===== src/rtl/pipe_sub_borrow_chain_if.sv =====
// Operand/result bundle for the pipelined borrow-chain subtractor.
// The master drives operands and out_ready; the slave returns the result and in_ready.
interface pipe_sub_borrow_chain_if #(
  parameter int W = 24
);
  logic         in_valid;
  logic         in_ready;
  logic [W-1:0] a;
  logic [W-1:0] b;
  logic         borrow_in;
  logic         out_valid;
  logic         out_ready;
  logic [W-1:0] diff;
  logic         borrow_out;
  logic         overflow;

  modport master (
    output in_valid, a, b, borrow_in, out_ready,
    input  in_ready, out_valid, diff, borrow_out, overflow
  );

  modport slave (
    input  in_valid, a, b, borrow_in, out_ready,
    output in_ready, out_valid, diff, borrow_out, overflow
  );
endinterface


===== src/rtl/pipe_sub_borrow_chain.sv =====
// diff = a - b - borrow_in, one SLICE_W-bit borrow-ripple slice per stage, SLICES-cycle latency;
// the whole pipe freezes while out_valid && !out_ready. `define SUB_SATURATE_EN clamps underflow to 0.
module pipe_sub_borrow_chain #(
  parameter int SLICE_W = 6,
  parameter int SLICES  = 4
) (
  input logic                   clk,
  input logic                   rst,
  pipe_sub_borrow_chain_if.slave bus
);
  localparam int W = SLICE_W * SLICES;

  logic [SLICES-1:0] vld_q, vld_d;
  logic [SLICES-1:0] bo_q, bo_d;
  logic [W-1:0]      a_q   [SLICES];
  logic [W-1:0]      a_d   [SLICES];
  logic [W-1:0]      b_q   [SLICES];
  logic [W-1:0]      b_d   [SLICES];
  logic [W-1:0]      dif_q [SLICES];
  logic [W-1:0]      dif_d [SLICES];
  logic [SLICE_W:0]  res;
  logic              stall;
  logic              advance;

  function automatic logic [SLICE_W:0] slice_sub(
    input logic [SLICE_W-1:0] x,
    input logic [SLICE_W-1:0] y,
    input logic               bi
  );
    logic [SLICE_W-1:0] d;
    logic               br;
    br = bi;
    d  = '0;
    for (int i = 0; i < SLICE_W; i++) begin
      d[i] = x[i] ^ y[i] ^ br;
      br   = (~x[i] & y[i]) | (~(x[i] ^ y[i]) & br);
    end
    return {br, d};
  endfunction

  assign stall   = vld_q[SLICES-1] && !bus.out_ready;
  assign advance = !stall;

  // Each stage keeps full-width operands and partial result; only its own slice is computed.
  always_comb begin
    res         = slice_sub(bus.a[SLICE_W-1:0], bus.b[SLICE_W-1:0], bus.borrow_in);
    a_d[0]      = bus.a;
    b_d[0]      = bus.b;
    dif_d[0]    = '0;
    dif_d[0][SLICE_W-1:0] = res[SLICE_W-1:0];
    bo_d[0]     = res[SLICE_W];
    vld_d[0]    = bus.in_valid;
    for (int k = 1; k < SLICES; k++) begin
      res = slice_sub(a_q[k-1][k*SLICE_W +: SLICE_W], b_q[k-1][k*SLICE_W +: SLICE_W], bo_q[k-1]);
      a_d[k]   = a_q[k-1];
      b_d[k]   = b_q[k-1];
      dif_d[k] = dif_q[k-1];
      dif_d[k][k*SLICE_W +: SLICE_W] = res[SLICE_W-1:0];
      bo_d[k]  = res[SLICE_W];
      vld_d[k] = vld_q[k-1];
    end
  end

  always_ff @(posedge clk) begin
    if (rst) begin
      vld_q <= '0;
      bo_q  <= '0;
      for (int k = 0; k < SLICES; k++) begin
        a_q[k]   <= '0;
        b_q[k]   <= '0;
        dif_q[k] <= '0;
      end
    end else if (advance) begin
      vld_q <= vld_d;
      bo_q  <= bo_d;
      for (int k = 0; k < SLICES; k++) begin
        a_q[k]   <= a_d[k];
        b_q[k]   <= b_d[k];
        dif_q[k] <= dif_d[k];
      end
    end
  end

  assign bus.in_ready   = !stall;
  assign bus.out_valid  = vld_q[SLICES-1];
  assign bus.borrow_out = bo_q[SLICES-1];
  // Overflow is judged on the raw difference, before any saturation.
  assign bus.overflow   = (a_q[SLICES-1][W-1] != b_q[SLICES-1][W-1]) &&
                          (dif_q[SLICES-1][W-1] != a_q[SLICES-1][W-1]);

`ifdef SUB_SATURATE_EN
  assign bus.diff = bo_q[SLICES-1] ? '0 : dif_q[SLICES-1];
`else
  assign bus.diff = dif_q[SLICES-1];
`endif
endmodule


===== src/flat_wrapper.sv =====
// flat-port wrapper written by rule: the top's interface ports become plain ports
module pipe_sub_borrow_chain_flat 
#(
  parameter int SLICE_W = 6,
  parameter int SLICES  = 4
)
  (clk, rst, bus_in_valid, bus_a, bus_b, bus_borrow_in, bus_out_ready, bus_in_ready, bus_out_valid, bus_diff, bus_borrow_out, bus_overflow);
  pipe_sub_borrow_chain_if #(.W((24))) bus_i ();
  input logic clk;
  input logic rst;
  input wire logic [$bits(bus_i.in_valid)-1:0] bus_in_valid;
  input wire logic [$bits(bus_i.a)-1:0] bus_a;
  input wire logic [$bits(bus_i.b)-1:0] bus_b;
  input wire logic [$bits(bus_i.borrow_in)-1:0] bus_borrow_in;
  input wire logic [$bits(bus_i.out_ready)-1:0] bus_out_ready;
  output wire logic [$bits(bus_i.in_ready)-1:0] bus_in_ready;
  output wire logic [$bits(bus_i.out_valid)-1:0] bus_out_valid;
  output wire logic [$bits(bus_i.diff)-1:0] bus_diff;
  output wire logic [$bits(bus_i.borrow_out)-1:0] bus_borrow_out;
  output wire logic [$bits(bus_i.overflow)-1:0] bus_overflow;
  assign bus_i.in_valid = bus_in_valid;
  assign bus_i.a = bus_a;
  assign bus_i.b = bus_b;
  assign bus_i.borrow_in = bus_borrow_in;
  assign bus_i.out_ready = bus_out_ready;
  assign bus_in_ready = bus_i.in_ready;
  assign bus_out_valid = bus_i.out_valid;
  assign bus_diff = bus_i.diff;
  assign bus_borrow_out = bus_i.borrow_out;
  assign bus_overflow = bus_i.overflow;
  pipe_sub_borrow_chain #(.SLICE_W(SLICE_W), .SLICES(SLICES)) u_core (.clk(clk), .rst(rst), .bus(bus_i));
endmodule

===== config.mk =====
export PLATFORM = sky130hd
export DESIGN_NAME = pipe_sub_borrow_chain_flat
export DESIGN_NICKNAME = d
export VERILOG_FILES = /design/src/rtl/pipe_sub_borrow_chain_if.sv /design/src/rtl/pipe_sub_borrow_chain.sv /design/src/flat_wrapper.sv
export SDC_FILE = /design/constraint.sdc
export NUM_CORES = 1
export LEC_CHECK = 0
export BUFFER_PORTS_ARGS = -buffer_cell sky130_fd_sc_hd__clkbuf_2
export CORE_ASPECT_RATIO = 0.8
export CORE_MARGIN = 2
export CORE_UTILIZATION = 45
export CTS_CLUSTER_SIZE = 25
export DETAILED_ROUTE_END_ITERATION = 8
export MAX_ROUTING_LAYER = met4
export PLACE_DENSITY_LB_ADDON = 0.12
export SYNTH_ARGS = -nofsm -noshare
export SYNTH_HDL_FRONTEND = slang
export SYNTH_SLANG_ARGS = --single-unit

===== constraint.sdc =====
create_clock -name clk -period 14.6 [get_ports clk]
set_input_delay 2.92 -clock clk [delete_from_list [all_inputs] [get_ports clk]]
set_output_delay 2.92 -clock clk [all_outputs]
set_load 0.02 [all_outputs]

; Word-level counts from Yosys, hierarchy flattened
; Memories as Yosys holds them, arrays and structs flattened.
; Index checks and enable logic that the tools add are counted.
[totals]
regBits = 8
mem_bits_rw = 288
output_inout_bits = 28
wordCells = 208
n_memories = 3
[memory_table]
columns = memory, depth, word_bits, rd, rd_ports_with_merged_regs, write_ports, line_no
row1 = u_core.a_q, 4, 24, 4, 0, 4, pipe_sub_borrow_chain.sv:15  ; logic [W-1:0] a_q [SLICES];
row2 = u_core.b_q, 4, 24, 4, 0, 4, pipe_sub_borrow_chain.sv:17  ; logic [W-1:0] b_q [SLICES];
row3 = u_core.dif_q, 4, 24, 4, 0, 4, pipe_sub_borrow_chain.sv:19  ; logic [W-1:0] dif_q [SLICES];
[op_classes]
eq_ne = 2
muxes = 17
bitwise_logic = 180
reduce_logical = 4
[ops]
columns = cell, n
row1 = $mux 24, 12
row2 = $and 1x1->1, 48
row3 = $not 1->1, 48
row4 = $xor 1x1->1, 48
row5 = $or 1x1->1, 36
row6 = $mux 1, 5
row7 = $logic_and 1x1->1, 2
row8 = $logic_not 1->1, 2
row9 = $ne 1x1->1, 2

; Longest topological paths before layout
; An unclocked memory read counts as a cell.
[depth]
word_depth = 15
ltp_mapped = 10
ltp_nobuf = 10

; Worst setup path before layout
; OpenSTA, ideal clock, no wires.
[synth_timing]
path_kind = input to register
startpoint = input port rst
endpoint = memory u_core.a_q[0][10], enable pin
t_arrival_ns = 6.598
slack_ns = 7.486
cell_stages = 3
n_path_buf = 2
cell_sequence = buf_2 clkbuf_1 nand2b_1
[synth_rtl]
columns = element, line_no
row1 = "start, declared", flat_wrapper.sv:10  ; input logic rst;
row2 = "end, declared", pipe_sub_borrow_chain.sv:15

; Worst setup path in the final report
[layout_timing]
startpoint = input port bus_out_ready
endpoint = output port bus_in_ready
[layout_between]
elab_chain_cells = 3
[layout_rtl]
columns = element, line_no
row1 = "start, declared", flat_wrapper.sv:15  ; input wire logic [$bits(bus_i.out_ready)-1:0] bus_out_ready;
row2 = $logic_not 1->1, pipe_sub_borrow_chain.sv:41  ; assign stall = vld_q[SLICES-1] && !bus.out_ready;
row3 = $logic_and 1x1->1, pipe_sub_borrow_chain.sv:41
row4 = $logic_not 1->1, n/a
row5 = "end, declared", flat_wrapper.sv:16  ; output wire logic [$bits(bus_i.in_ready)-1:0] bus_in_ready;
; Every way passes these cells.

==> results.json <==
{
  "area_growth_pct": 14.19,
  "worst-r2r-setup-slack_ns": 11.42,
  "finalCritPeriodShare": 0.4379,
  "holdPathEnd": "u_core.vld_q[3]$_SDFFE_PP0N_",
  "setup_viol": 0,
  "hpwlAfterDp_um": 5550,
  "antennaDiodeCount": 0,
  "critPathLaunchType": "input pin",
  "synthCells": 390,
  "nFillCells": 1175,
  "cp_data_required_time_ns": 11.68,
  "clock_latency_ns": 0.41,
  "holdPathStages": 2,
  "cts_tree": "done",
  "fmax_mhz": 156.4,
  "reg2reg_from": "u_core.b_q[0][66]$_SDFFCE_PN0P_",
  "synthSimpleGateAreaFrac": 0.2353,
  "seq_area_sq_mm": 0.004184,
  "pre_cts_slack_ns": 8.202,
  "antenna_found_initial": 0,
  "drc": 0,
  "htreeDepth": 4,
  "syn_nets": 467,
  "cts_root_buf": "clkbuf_16",
  "place.gp.congestion": 0.7216,
  "skew_ns": 0.008258,
  "postCtsSetupBuffers": 0,
  "ant_nets": 0,
  "first_iter_violations": 235,
  "pin_count": 81,
  "wl_per_cell_um": 14.89,
  "cp_max_fo": 6,
  "cts_resized": 0,
  "synthAdderAreaFrac": 0.07190,
  "synth_compound_area_frac": 0.006740,
  "multi_input_area_sq_mm": 0.002126,
  "endpoint_kind": "output pin",
  "core_sq_mm": 0.01440,
  "portBuffers": 80,
  "hp-class": "register to register",
  "clock-sinks": 142,
  "synth-xor-area-share": 0,
  "drv_slew": 0,
  "period_needed_ns": 6.393,
  "grt_util_all_layers": 0.1387,
  "grt_pass1_vias": 3211,
  "busiest_layer": "met2",
  "grt_use_met3": 0.04232,
  "worstMarginPinSlew_ns": 1.061,
  "dieArea_sq_mm": 0.01585,
  "die_x_um": 140.2,
  "drt-total-wl_um": 9783,
  "power_leakage_nw": 3.054,
  "syn_area_sq_mm": 0.006683,
  "gr-total-overflow": 0,
  "drive_gt1_frac": 0.4482,
  "muxShareOfSynthArea": 0.002996,
  "syn_area_per_cell_sq_um": 17.14,
  "hp-start": "u_core.vld_q[2]$_SDFFE_PP0N_",
  "synthDistinctLibCells": 19,
  "worst_ep_arrival_time_ns": 3.47,
  "fp.dieH_um": 113.0,
  "cpMaxStageDelayCell": "clkbuf_2",
  "ff2ff_path_depth": 10,
  "status": "complete, no violations",
  "vias": 3140,
  "ys_warn_count": 0,
  "clock_path_buffers": 2,
  "synth_top_family_by_area": "simple AND/OR/NAND/NOR gates",
  "grt_setup_unrepaired": "no",
  "vias_per_cell": 4.779,
  "yosys_register_bits": 142,
  "p_per_area_mw_per_mm2": 124.6,
  "path_class": "input pin to output pin",
  "dr.pass1.iters": 4,
  "cts_buffers": 17,
  "num_rows": 39,
  "r2r-end": "u_core.dif_q[3][23]$_SDFFCE_PN0P_",
  "total_power_uw": 950.6,
  "cp_common_cell": "clkbuf_2",
  "drv_cap": 0,
  "ys_seq_area_frac": 0.6261,
  "vdd_ir_drop_max_v": 0.00009045,
  "use_met1": 0.1793,
  "grt_pass1_wl_um": 16300,
  "start_util": 0.4642,
  "grtUsageMet2": 0.2052,
  "worstPathCellList": "clkbuf_2 > nor2b_4 > inv_1 > clkbuf_2",
  "final_cell_mix": "134 x edfxtp_1, 103 x nor3b_2, 79 x clkbuf_2",
  "slew-limit-headroom": 0.2926,
  "clk_pin_slew_ns": 0.05,
  "final_nets": 539,
  "worst_slack_ns": 8.207,
  "cpPeakStageDelay_ns": 0.20,
  "layout_commonest_cell": "edfxtp_1",
  "grt_max_degree": 88,
  "fin_setup_tns_ns": 0,
  "hold_viol_final": 0,
  "hold_buffers": 0
}
## worst max-delay path by stage
stage | startpoint | endpoint
after global routing | bus_out_ready | bus_in_ready
after global placement | bus_out_ready | bus_in_ready
after floorplan | rst | u_core.a_q[0][10]$_SDFFCE_PN0P_
final | bus_out_ready | bus_in_ready
after CTS | bus_out_ready | bus_in_ready
after detailed placement | bus_out_ready | bus_in_ready
## kinds of logic after synthesis
logic type,after synthesis
buffers and inverters,69
adder cells (fa/ha/maj),24
multiplexers,2
AO/OA/AOI/OAI,7
AND/OR/NAND/NOR,146
flip-flops,142
## layout make-up
type                    count  share of cell area
clock buffers              20             0.05722
clock inverters            10            0.009838
inverters                  38             0.01869
multi-input cells         179              0.2786
flip-flops and latches    142              0.5483
well taps                 184             0.03017
repair buffers             84             0.05722
## worst max-delay path: cells and delay by family
| kind | cells | cell delay, ns |
|---|---|---|
| buf+inv | 3 | 0.50 |
| simple gates | 1 | 0.05 |
## through the flow
stage / hold slack (ns) / util / instances / area (sq um)
floorplan: 0.4255 / - / 390 / 6683
global placement: 0.4485 / 0.4946 / 627 / 7119
finish: 0.4580 / 0.5301 / 657 / 7631
global route: 0.5018 / 0.5301 / 657 / 7631
CTS: 0.4593 / 0.5301 / 657 / 7631
detailed placement: 0.4438 / 0.4946 / 627 / 7119
## state kept, by name, indices dropped and copies added, names as in the netlist
name          flops
u_core.a_q       37
u_core.bo_q       4
u_core.b_q       37
u_core.dif_q     60
u_core.vld_q      4
## power by group
part,switching [mW],leakage [nW],total [mW],internal (mW)
sequential,0.00825,1.65,0.486,0.477
combinational,0.0437,1.16,0.0857,0.0421
clock,0.151,0.245,0.379,0.228
## layer usage
metal  wire [um]  share of wire
met5           0              0
met4          91         0.0093
met3         382          0.039
met2        4850           0.50
met1        4459           0.46
## cells in the mapped netlist
master     instances  area share
nor2b_4            1      0.0021
mux2i_1            2      0.0030
inv_1             38       0.021
clkbuf_1           3      0.0017
a211oi_1           4      0.0045
nor3_1            17       0.013
nor3b_2          103        0.19
nand3b_1           1      0.0011
edfxtp_1         134        0.60
nor3b_1           18       0.020
buf_6             14       0.024
fa_1              24       0.072
nand4bb_1          1      0.0017
o21ai_0            2      0.0015
a21oi_1            1     0.00075
nand2b_1           5      0.0047
dfxtp_1            8       0.024
buf_2             13      0.0097
buf_1              1     0.00056
Note: power is estimated with default switching activity, not from simulation.
